**src/rtl/sseg_pkg.sv**
```systemverilog
// rtl/sseg_pkg.sv - shared types and constants for the display BCD path
//
// Purpose: BCD digit type, converter FSM states, add-3 threshold and a helper
//          giving the minimum decimal digits needed for a binary width.
// Ports:   none (package)
package sseg_pkg;

  typedef logic [3:0] bcd_digit_t;

  typedef enum logic {
    IDLE  = 1'b0,
    SHIFT = 1'b1
  } bin2bcd_state_t;

  localparam bcd_digit_t BCD_ADD3_THRESH = 4'd5;

  // ceil(width * log10(2)) in integer arithmetic (log10(2) ~= 0.30103).
  function automatic int min_bcd_digits(input int width);
    return (width * 30103 + 99999) / 100000;
  endfunction

endpackage

```
**src/rtl/bcd_add3.sv**
```systemverilog
// rtl/bcd_add3.sv - double-dabble per-digit add-3 correction
//
// Purpose: combinational correction applied to one BCD digit before each shift.
// Ports:   digit_in  - working BCD digit
//          digit_out - digit_in + 3 when digit_in >= 5, else digit_in
module bcd_add3
  import sseg_pkg::*;
(
  input  bcd_digit_t digit_in,
  output bcd_digit_t digit_out
);

  // Working digits never exceed 9 before correction, so +3 cannot wrap.
  assign digit_out = (digit_in >= BCD_ADD3_THRESH) ? bcd_digit_t'(digit_in + 4'd3) : digit_in;

endmodule

```
**src/rtl/bin2bcd_seq.sv**
```systemverilog
// rtl/bin2bcd_seq.sv - sequential one-bit-per-clock binary to packed BCD converter
//
// Purpose: double-dabble conversion with start/busy/done handshake for the
//          seven-segment display path.
// Ports:   clk        - system clock, rising edge
//          reset_n    - asynchronous active-low reset
//          bin_in     - unsigned binary value, sampled when start is accepted
//          start      - conversion request, level-sampled each clock
//          busy       - high while a conversion is in progress
//          done       - one-cycle pulse when bcd_out has been updated
//          bcd_out    - packed BCD result, digit 0 (units) in bits [3:0]
//          blank_mask - leading-zero blank flags (only with BIN2BCD_LZB_EN)
// Config:  BIN2BCD_LZB_EN enables the registered blank_mask output.
module bin2bcd_seq
  import sseg_pkg::*;
#(
  parameter int IN_W     = 16,
  parameter int N_DIGITS = 5
) (
  input  logic                  clk,
  input  logic                  reset_n,
  input  logic [IN_W-1:0]       bin_in,
  input  logic                  start,
  output logic                  busy,
  output logic                  done,
`ifdef BIN2BCD_LZB_EN
  output logic [N_DIGITS-1:0]   blank_mask,
`endif
  output logic [4*N_DIGITS-1:0] bcd_out
);

  localparam int BCD_W = 4 * N_DIGITS;
  localparam int CNT_W = $clog2(IN_W + 1);

  if (N_DIGITS < min_bcd_digits(IN_W)) begin : g_digits_check
    $error("bin2bcd_seq: N_DIGITS too small for IN_W");
  end

  bin2bcd_state_t     state_q, state_d;
  logic [CNT_W-1:0]   cnt_q, cnt_d;
  logic [IN_W-1:0]    bin_q, bin_d;
  logic [BCD_W-1:0]   work_q, work_d;
  logic [BCD_W-1:0]   bcd_out_q, bcd_out_d;
  logic               done_q, done_d;

  logic [BCD_W-1:0]      work_corr;
  logic [BCD_W+IN_W-1:0] shift_all;
  logic [BCD_W-1:0]      bcd_shift;
  logic [IN_W-1:0]       bin_shift;

  for (genvar g = 0; g < N_DIGITS; g++) begin : g_add3
    bcd_add3 u_add3 (
      .digit_in  (work_q[4*g +: 4]),
      .digit_out (work_corr[4*g +: 4])
    );
  end

  // The top bit of the corrected BCD field is always zero when N_DIGITS is
  // large enough, so dropping it in the shift loses nothing.
  assign shift_all = {work_corr, bin_q} << 1;
  assign bcd_shift = shift_all[BCD_W+IN_W-1 -: BCD_W];
  assign bin_shift = shift_all[IN_W-1:0];

  always_comb begin
    state_d   = state_q;
    cnt_d     = cnt_q;
    bin_d     = bin_q;
    work_d    = work_q;
    bcd_out_d = bcd_out_q;
    done_d    = 1'b0;
    unique case (state_q)
      IDLE: begin
        if (start) begin
          bin_d   = bin_in;
          work_d  = '0;
          cnt_d   = CNT_W'(IN_W);
          state_d = SHIFT;
        end
      end
      SHIFT: begin
        bin_d  = bin_shift;
        work_d = bcd_shift;
        cnt_d  = cnt_q - 1'b1;
        if (cnt_q == CNT_W'(1)) begin
          bcd_out_d = bcd_shift;
          done_d    = 1'b1;
          state_d   = IDLE;
        end
      end
      default: state_d = IDLE;
    endcase
  end

  always_ff @(posedge clk or negedge reset_n) begin
    if (!reset_n) begin
      state_q   <= IDLE;
      cnt_q     <= '0;
      bin_q     <= '0;
      work_q    <= '0;
      bcd_out_q <= '0;
      done_q    <= 1'b0;
    end else begin
      state_q   <= state_d;
      cnt_q     <= cnt_d;
      bin_q     <= bin_d;
      work_q    <= work_d;
      bcd_out_q <= bcd_out_d;
      done_q    <= done_d;
    end
  end

  assign busy    = (state_q == SHIFT);
  assign done    = done_q;
  assign bcd_out = bcd_out_q;

`ifdef BIN2BCD_LZB_EN
  logic [N_DIGITS-1:0] blank_mask_q, blank_mask_d;
  logic [N_DIGITS-1:0] blank_calc;
  logic                zero_above;

  // Bit i is set when digit i and every higher digit are zero; the units
  // digit is never blanked so a value of 0 still shows "0".
  always_comb begin
    blank_calc = '0;
    zero_above = 1'b1;
    for (int i = N_DIGITS - 1; i >= 1; i--) begin
      zero_above    = zero_above & (bcd_shift[4*i +: 4] == 4'd0);
      blank_calc[i] = zero_above;
    end
  end

  always_comb begin
    blank_mask_d = blank_mask_q;
    if (state_q == SHIFT && cnt_q == CNT_W'(1)) begin
      blank_mask_d = blank_calc;
    end
  end

  always_ff @(posedge clk or negedge reset_n) begin
    if (!reset_n) begin
      blank_mask_q <= '0;
    end else begin
      blank_mask_q <= blank_mask_d;
    end
  end

  assign blank_mask = blank_mask_q;
`endif

endmodule

```
**config.mk**
```make
export PLATFORM = sky130hd
export DESIGN_NAME = bin2bcd_seq
export DESIGN_NICKNAME = d
export VERILOG_FILES = /design/src/rtl/sseg_pkg.sv /design/src/rtl/bcd_add3.sv /design/src/rtl/bin2bcd_seq.sv
export SDC_FILE = /design/constraint.sdc
export NUM_CORES = 1
export LEC_CHECK = 0
export BUFFER_PORTS_ARGS = -buffer_cell sky130_fd_sc_hd__buf_4
export CAP_MARGIN = 10
export CORE_MARGIN = 2
export CORE_UTILIZATION = 40
export DETAILED_ROUTE_END_ITERATION = 8
export GPL_TIMING_DRIVEN = 0
export PLACE_DENSITY = 0.68
export SYNTH_ARGS = -nofsm -noshare
export SYNTH_HDL_FRONTEND = slang
export SYNTH_SLANG_ARGS = --single-unit
```
**constraint.sdc**
```tcl
create_clock -name clk -period 3.3 [get_ports clk]
set_clock_uncertainty 0.1 [all_clocks]
set_input_delay 0.66 -clock clk [delete_from_list [all_inputs] [get_ports clk]]
set_output_delay 0.66 -clock clk [all_outputs]
set_load 0.005 [all_outputs]
```
== Word-level counts from Yosys, hierarchy flattened ==
Cells that the tools add are included.

* Register bits after elaboration: 63

* Equality and inequality tests: 2
* Magnitude comparators: 5
* Reduce and logical (&&, ||, !) cells: 1
* Bitwise gates (word level): 1
* Mux-type cells: 16
* $add $sub $neg: 6

{| class="wikitable"
|+ Operators by type and width
! operator !! count
|-
| 20-bit one-hot mux with 2 select lines || 1
|-
| 16-bit one-hot mux with 2 select lines || 1
|-
| 4-bit by 3-bit >= comparator with 1-bit output, second input constant || 5
|-
| 20-bit 2-to-1 mux || 1
|-
| 4-bit by 2-bit adder with 4-bit output, second input constant || 4
|-
| 16-bit 2-to-1 mux || 1
|-
| 4-bit 2-to-1 mux || 4
|-
| 5-bit one-hot mux with 2 select lines || 1
|-
| 5-bit by 1-bit == test with 1-bit output, second input constant || 1
|-
| 5-bit 2-to-1 mux || 1
|-
| 5-bit by 1-bit subtractor with 5-bit output, second input constant || 1
|-
| 1-bit 2-to-1 mux || 4
|-
| 3-bit by 2-bit adder with 3-bit output, second input constant || 1
|-
| 3-bit 2-to-1 mux || 1
|-
| 2-bit != test, second input constant || 1
|-
| 1-bit one-hot mux with 2 select lines || 1
|-
| 2-bit AND reduction || 1
|-
| 1-bit NOT || 1
|}

== Logic depth before layout (Yosys ltp) ==
* Depth after elaboration: 3
* Depth in mapped cells: 7
* Gate-level depth less buffers: 6

== By module ==
Synthesis repeated with hierarchy kept, for this count alone.

* Cell total of the unflattened synthesis: 266
* Area total of the unflattened synthesis: 3022.9 um2

{| class="wikitable"
|+ Modules (own cells, without submodules)
! module !! cells an instance !! times used !! sequential area each (um2) !! area each (um2)
|-
| bin2bcd_seq || 186 || 1 || 1576.5 || 2516.2
|-
| bcd_add3 || 16 || 5 || 0.0 || 101.3
|}

== Worst setup path after synthesis ==
OpenSTA, ideal clock, no wires.

* Path kind: register -> register
* From: register work_q[16]
* To: register bcd_out_q[18] (netlist: bcd_out[18])
* Data arrival time: 1.403 ns
* Clock period less this slack: 1.580 ns
* Cell stages (with the launch flop): 6
* Path buffers: 0
* Path slack: 1.720 ns
* Required time: 3.123 ns
* Cells stage by stage: dfrtp_1 > ha_1 > nand2b_1 > a21oi_1 > mux2_2 > a21oi_1

* Word-level cells in the longest chain between the ends: 2
* Elaborated cells on any way between the ends: 3

{| class="wikitable"
|+ RTL lines
! item !! RTL line !! source
|-
| start, declared || bin2bcd_seq.sv:42 || <nowiki>logic [BCD_W-1:0] work_q, work_d;</nowiki>
|-
| start signal, assigned || bin2bcd_seq.sv:106 || <nowiki>work_q <= work_d;</nowiki>
|-
| 4-bit by 3-bit >= comparator with 1-bit output / 3-bit by 2-bit adder with 3-bit output (equally long branches) || bcd_add3.sv:14 || <nowiki>assign digit_out = (digit_in >= BCD_ADD3_THRESH) ? bcd_digit_t'(digit_in + 4'd3) : digit_in;</nowiki>
|-
| 3-bit 2-to-1 mux * || bcd_add3.sv:14 ||
|-
| end signal, assigned || bin2bcd_seq.sv:107 || <nowiki>bcd_out_q <= bcd_out_d;</nowiki>
|-
| end, declared || bin2bcd_seq.sv:43 || <nowiki>logic [BCD_W-1:0] bcd_out_q, bcd_out_d;</nowiki>
|}

Every way passes the cells marked *; elsewhere a longest branch is shown, timed or not.
A chain may end at the register's enable or synchronous reset.

== Final worst setup path ==
* From: register work_q[8]
* To: register bcd_out_q[10] (netlist: bcd_out[10])

* Word-level cells in the longest chain between the ends: 2
* Elaborated cells on any way between the ends: 3

{| class="wikitable"
|+ RTL lines
! item !! RTL line
|-
| 4-bit by 2-bit adder with 4-bit output / 4-bit by 3-bit >= comparator with 1-bit output (equally long branches) || bcd_add3.sv:14
|-
| 4-bit 2-to-1 mux * || bcd_add3.sv:14
|}

Marks and branches as above.

==> results.toml <==
[clock_network]
path_clk_slew_ns = 0.07
cts_tree = "built"
cts-buffers-inserted = 9
clock_path_buffers = 2
htree_levels = 3
root_buffer = "clkbuf_8"
postCtsSetupBuffers = 0
cts_hold_buf = 0
clock_sinks = 63
clk-insertion-delay-late_ns = 0.34
cts_resized = 0

[critical_path]
required_ns = 3.43
cp.arrival_ns = 1.85
crit_type = "reg -> reg"
crit_path_end_kind = "register"
critPathMaxFanout = 5
critPathLaunchType = "register"

[timing]
tns_ns = 0
clock.fmax_mhz = 581
hold_slack_ns = 0.289
hold_viol = 0
setup_viol = 0
tightest_slew_ns = 0.790
period_share_pct = 52.2
rsz0062_at_grt = "false"
slew_headroom_pct = 47.3
fin_crit_ns = 1.72
maxSlewViolCount = 0

[die]
rows = 32
ioPinCount = 41
initial_core_util_pct = 40.7
die-area_mm2 = 0.00846
die_x_um = 92.0
die_h_um = 92.0
core_area_mm2 = 0.00761

[synth]
seq_area_frac_synth_pct = 50.9
synth_nets = 317
synth_top_area_share_pct = 50.9
ys_types = 28
yosysWarnings = 0
synth_area_leader_cell = "dfrtp_1"
ys_ff_latch = 63
synthCells = 286
synth_area_leaders = "dfrtp_1, mux2i_1, ha_1"
syn_area_per_cell_um2 = 10.8
syn_area_mm2 = 0.00310

[detailed_routing]
first_iter_violations = 140
routed_via_density = 5.00
antenna_left = 0
wl_met2_mm = 2.94
top_layer = "met4"
wl_met1_mm = 2.94
routed_wl_mm = 6.25
drc = 0
via_count = 2214
drt_pass1_iterations = 4
routedWlPerCell_um = 14.1
wl_met3_um = 232

[global_routing]
first_global_vias = 2262
grt_use_total_pct = 16.7
grt_pass1_wl_mm = 10.8
grt_max_degree = 64
overflow = 0
grt_antenna_before_repair = 0

[pwr]
p_per_area_mw_per_mm2 = 981
p_leak_uw = 0.00184
ir_worst_vdd_mv = 0.386

[placed_design]
dpl.hpwl_mm = 4.28
io_buffers = 39
gp_congestion = 0.792
dpl_cell_area_mm2 = 0.00352

[outcome]
status = "completed"

[finish]
finalNetCount = 367
seqCellArea_mm2 = 0.00158
multiInputGateArea_mm2 = 0.00138
fillers = 730
diodes = 0
area_delta_synth_final_pct = 21.1
stdcell_area_mm2 = 0.00375
drive_gt1_share_pct = 23.2

[flow_run]
maxCapViolCount = 0

[hold_path]
hp-class = "in -> async"
-- Yosys cell counts --
cell      instances
a32o_1            3
nor2_1           18
clkbuf_1          3
nor3_1            6
nand2_1          26
mux2_2            5
o21ai_0          21
and4b_1           1
buf_1             1
o22a_1            1
nor2b_1           1
nand2b_1         13
buf_2             9
ha_1             12
xnor2_1           5
a21o_1           12
buf_6             3
nand3b_1          1
dfrtp_1          63
mux2_4            7
nor3b_1          10
mux2i_1          27
o31ai_1           2
a21oi_1          19
a31oi_1           3
inv_1            12
or2b_1            1
xor2_1            1
-- metal layers --
layer	global-route usage [%]	up-vias
li1	-	1089
met1	22.0	1068
met2	26.8	44
met3	3.29	13
met4	7.46	0
met5	0	-
-- cells by family after synthesis --
family                     count (synthesis)  synth area share (%)
muxes                                     39                  13.9
buffers and inverters                     28                  4.49
DFF                                       63                  50.9
AOI/OAI and AO/OA                         61                  11.7
adders and majority gates                 12                  4.85
xor gates and xnor gates                   6                  1.70
and+or+nand+nor                           77                  12.4
-- worst paths after layout --
check	startpoint	to	slack (ns)	cells after the start
setup / recovery	work_q[8]	bcd_out[10]	1.58	6
hold / removal	reset_n	done	0.29	1
setup reg to reg	work_q[8]	bcd_out[10]	1.58	6
hold reg to reg	bin_q[7]	bin_q[8]	0.39	2
max in group asynchronous	reset_n	work_q[9]	2.27	1
min in group clk	bin_q[7]	bin_q[8]	0.39	2
-- per-stage QoR --
step                util (%)  instances  total power [µW]  worst slack [ns]
floorplan                  -        286              2430              1.72
global placement        46.2        427              2870              1.49
detailed placement      46.2        427              2940              1.49
CTS                     49.3        443              3720              1.59
global route            49.3        443              3990              1.44
finish                  49.3        443              3670              1.58
-- cell usage in the layout, fill, tap and decap left out --
master / instances
o22a_1: 1
nand2_1: 26
mux2i_1: 27
buf_6: 3
nor3b_1: 10
or2b_1: 1
bufinv_16: 2
buf_1: 1
and4b_1: 1
clkbuf_1: 3
mux2_4: 7
ha_1: 12
buf_4: 39
clkinv_2: 1
nor2_1: 18
xnor2_1: 5
nor2b_1: 1
a32o_1: 3
inv_1: 12
nand3b_1: 1
a31oi_1: 3
dfrtp_1: 63
mux2_2: 5
nor3_1: 6
clkinvlp_4: 2
clkbuf_8: 11
nand2b_1: 13
o31ai_1: 2
a21o_1: 12
a21oi_1: 19
xor2_1: 1
o21ai_0: 21
buf_2: 9
-- power breakdown --
group / leakage [µW] / switching [µW] / internal, µW
Clock: 0.000112 / 302 / 465
Combinational: 0.000940 / 723 / 811
Sequential: 0.000788 / 249 / 1120
Total: 0.00184 / 1270 / 2400
-- worst max-delay path: stages (launching register included) --
cell and delay (ns):
dfrtp_1 0.44, inv_1 0.08, ha_1 0.22, nand2b_1 0.09
a21oi_1 0.28, mux2i_1 0.15, mux2_4 0.27
-- final cells by class --
type	instances	area share, %
sequential	63	42.1
multi-input combinational	195	36.8
timing repair buffer	39	7.81
clock buffer	11	4.04
tap	102	3.41
buffer	16	2.50
clock inverter	5	2.14
inverter	12	1.20
-- sequential cells by signal (all words and copies together), names as in the netlist --
name and flops:
work_q 20, bcd_out 20, done 1, bin_q 16
cnt_q 5, busy 1
(Power assumes the default switching activity.)
